[src/rtl/sync_filter_edge.sv]
// Multi-channel synchronizer: flop chain, stability filter, edge detect.
// Ports: clk, reset (sync, active-high), d[N] async in, q/rise/fall[N] out.
module sync_filter_edge #(
   parameter int           N         = 4,
   parameter int           STAGES    = 2,
   parameter int           FILTER    = 3,
   parameter logic [N-1:0] RESET_VAL = '0
) (
   input  logic         clk,
   input  logic         reset,
   input  logic [N-1:0] d,
   output logic [N-1:0] q,
   output logic [N-1:0] rise,
   output logic [N-1:0] fall
);

   localparam int CW = $clog2(FILTER + 1);
   localparam logic [CW-1:0] CNT_MAX = CW'(FILTER - 1);

   (* ASYNC_REG = "TRUE" *)
   logic [N-1:0] stage [STAGES];

   logic [CW-1:0] cnt [N];
   logic [N-1:0]  s;

   assign s = stage[STAGES-1];

   always_ff @(posedge clk) begin
      if (reset) begin
         for (int k = 0; k < STAGES; k++) begin
            stage[k] <= RESET_VAL;
         end
         for (int i = 0; i < N; i++) begin
            cnt[i] <= '0;
         end
         q    <= RESET_VAL;
         rise <= '0;
         fall <= '0;
      end else begin
         // only stage[0] samples the asynchronous input
         stage[0] <= d;
         for (int k = 1; k < STAGES; k++) begin
            stage[k] <= stage[k-1];
         end
         for (int i = 0; i < N; i++) begin
            rise[i] <= 1'b0;
            fall[i] <= 1'b0;
            if (s[i] == q[i]) begin
               // any return to the held level restarts the count
               cnt[i] <= '0;
            end else if (cnt[i] == CNT_MAX) begin
               q[i]    <= s[i];
               cnt[i]  <= '0;
               rise[i] <= s[i];
               fall[i] <= ~s[i];
            end else begin
               cnt[i] <= cnt[i] + 1'b1;
            end
         end
      end
   end

endmodule
[config.mk]
export PLATFORM = sky130hd
export DESIGN_NAME = sync_filter_edge
export DESIGN_NICKNAME = d
export VERILOG_FILES = /design/src/rtl/sync_filter_edge.sv
export SDC_FILE = /design/constraint.sdc
export NUM_CORES = 1
export LEC_CHECK = 0
export CORE_MARGIN = 8
export CORE_UTILIZATION = 40
export DETAILED_ROUTE_END_ITERATION = 10
export PLACE_DENSITY = 0.65
export SLEW_MARGIN = 10
export SYNTH_ARGS = -nofsm -noshare
export SYNTH_HDL_FRONTEND = slang
export SYNTH_SLANG_ARGS = --single-unit
[constraint.sdc]
create_clock -name clk -period 1 [get_ports clk]
set_input_delay 0.1 -clock clk [delete_from_list [all_inputs] [get_ports clk]]
set_output_delay 0.1 -clock clk [all_outputs]
set_load 0.05 [all_outputs]
==> impl_metrics.env <==
export IMPL_dp_hpwl_um=1210
export IMPL_final_cell_mix="dfxtp_1, buf_12"
export IMPL_cts_buffers=3
export IMPL_drtIter0Drc=11
export IMPL_htreeDepth=1
export IMPL_initial_core_util_pct=42.6
export IMPL_ys_seq_area_share_pct=60.2
export IMPL_ant_nets=0
export IMPL_cpPeakStageDelay_ns=0.44
export IMPL_syn_area_per_cell_um2=14.0
export IMPL_skew_ns=0.00185
export IMPL_fin_ws_ns=-0.0968
export IMPL_antenna_found_initial=0
export IMPL_num_rows=18
export IMPL_setup_viol=14
export IMPL_arrival_ns=1.25
export IMPL_start_kind="flop"
export IMPL_holdBufCountCts=0
export IMPL_viasPerCell=4.66
export IMPL_path_max_fanout=2
export IMPL_critPathLaunch="cnt[3][0]$_SDFFCE_PN0P_"
export IMPL_post_route_util_pct=65.0
export IMPL_violations="negative setup slack"
export IMPL_pwr_share_comb_pct=11.2
export IMPL_power_per_cell_area_mw_per_mm2=1210
export IMPL_layout_drive_gt1_share_pct=49.1
export IMPL_period_minus_slack_ns=1.10
export IMPL_fin_cells=140
export IMPL_nFillCells=175
export IMPL_slew_violations=0
export IMPL_hold_viol=0
export IMPL_p_switching_mw=0.430
export IMPL_wl_per_cell_um=12.3
export IMPL_drv_cap=0
export IMPL_critPathKind="reg -> reg"
export IMPL_grt_pass1_wl_um=2810
export IMPL_nNetsFinal=121
export IMPL_synth_seq_cells=28
export IMPL_hold_ws_ns=0.321
export IMPL_swShare_pct=21.8
export IMPL_p_leak_nw=0.592
export IMPL_crit_family="flip-flops"
export IMPL_worst_hold_path_type="in -> reg"
export IMPL_die_area_mm2=0.00457
export IMPL_clockRootBuffer="clkbuf_4"
export IMPL_rsz0062_at_grt="true"
export IMPL_grt_overflow_total=0
export IMPL_timing_rr_start="cnt[3][0]$_SDFFCE_PN0P_"
export IMPL_cp_num_buf_inv=1
export IMPL_status="finished with violations"
export IMPL_clockPowerShare_pct=26.9
export IMPL_io_pins=18
export IMPL_drcViolationCount=0
export IMPL_crit_chain="inv_2 > ha_4 > nor4_4"
export IMPL_areaGrowthSynthToFinish_pct=52.5
export IMPL_required_ns=1.15
export IMPL_syn_instance_count=76
export IMPL_netlist_area_mm2=0.00106
export IMPL_core_mm2=0.00250
export IMPL_yosys_warnings=0
export IMPL_fmax_mhz=912
export IMPL_vias=652
export IMPL_intPower_mw=1.54
export IMPL_grt_max_degree=21
export IMPL_hold_start="d[0]"
export IMPL_dieWidth_um=67.6
export IMPL_multi_input_area_um2=504
export IMPL_first_global_vias=653
export IMPL_num_antenna_cells=0
export IMPL_clock_sinks=28
export IMPL_insertion_delay_ns=0.31
export IMPL_tritoncts="built"
export IMPL_cp_slowest_cell="edfxtp_1"
export IMPL_layout_commonest_cell="dfxtp_1"
export IMPL_clk_pin_slew_ns=0.14
export IMPL_ff_latch_area_um2=653
export IMPL_synth_distinct_cells=13
export IMPL_dp_cells=134
export IMPL_worst_setup_path_end_kind="flop"
export IMPL_io_buffers=17
export IMPL_grtUsageTotal_pct=7.98
export IMPL_wl_um=1720
export IMPL_period_share_pct=110
export IMPL_seqPwrFrac_pct=62.0
export IMPL_power_mw=1.97
export IMPL_clockBufferDepth=2
export IMPL_vdd_drop_max_mv=0.754
export IMPL_die_y_um=67.6
export IMPL_detail_route_first_pass_iterations=3
export IMPL_gp_congestion=0.670
[synthesized netlist by cell type (all sizes together)]
library cell / n / area share (%)
xnor2: 4 / 3.3
and4bb: 8 / 9.4
mux2i: 4 / 3.8
ha: 4 / 4.7
nor2b: 8 / 4.7
nor2: 4 / 1.4
inv: 4 / 1.4
nor4: 8 / 7.6
buf: 3 / 3.2
edfxtp: 8 / 23
dfxtp: 20 / 38
conb: 1 / 0.35
[sequential cells by signal (all words and copies together), names as in the netlist]
name and cells:
rise 4, q 4, cnt 8, stage 8, fall 4
[per-layer routing]
metal	GRT usage (%)	share of wire, %
met5	0	0
met4	3.13	1.1
met3	2.65	5.6
met2	14.4	50
met1	8.29	44
[final cells by class]
cell class	count	share of cell area, %
flip-flops and latches	28	40.2
multi-input cells	48	31.0
repair buffers	26	23.3
well taps	30	2.31
clock buffers	4	2.23
inverters	4	0.924
[worst paths after layout]
kind	endpoint	slack (ns)	cells after the start
setup / recovery	cnt[3][1]$_SDFFCE_PN0P_	-0.1	3
setup reg to reg	cnt[3][1]$_SDFFCE_PN0P_	-0.1	3
hold / removal	stage[0][0]$_SDFF_PP0_	0.32	2
hold reg to reg	stage[0][4]$_SDFF_PP0_	0.46	1
[cell families after synthesis]
logic type,count (synthesis),synth area share (%)
AND/OR/NAND/NOR,28,23.1
flip-flops,28,60.2
other,1,0.352
adder cells (fa/ha/maj),4,4.70
buffers and inverters,7,4.58
multiplexers,4,3.76
XOR/XNOR,4,3.29
[power groups by stage]
| stage | Sequential, mW | Clock, mW | Combinational [mW] |
|---|---|---|---|
| global route | 1.22 | 0.598 | 0.238 |
| detailed placement | 1.24 | 0 | 0.172 |
| CTS | 1.22 | 0.551 | 0.200 |
| global placement | 1.24 | 0 | 0.167 |
| finish | 1.22 | 0.529 | 0.220 |
| floorplan | 1.25 | 0 | 0.0927 |
[per-stage QoR]
step | setup slack [ns] | instance area, um2 | setup TNS [ns]
6_report | -0.0968 | 1620 | -0.559
5_1_grt | -0.138 | 1620 | -1.25
4_1_cts | -0.112 | 1580 | -0.484
3_5_place_dp | -0.197 | 1460 | -3.80
3_3_place_gp | -0.154 | 1460 | -3.17
2_1_floorplan | -0.0420 | 1100 | -0.161
[what timing repair did]
action	4_1_cts	5_1_grt
resized for setup	17	6
setup buffers	2	1
setup endpoints to repair	21	15
pin swaps	6	2
(Power assumes the default switching activity.)
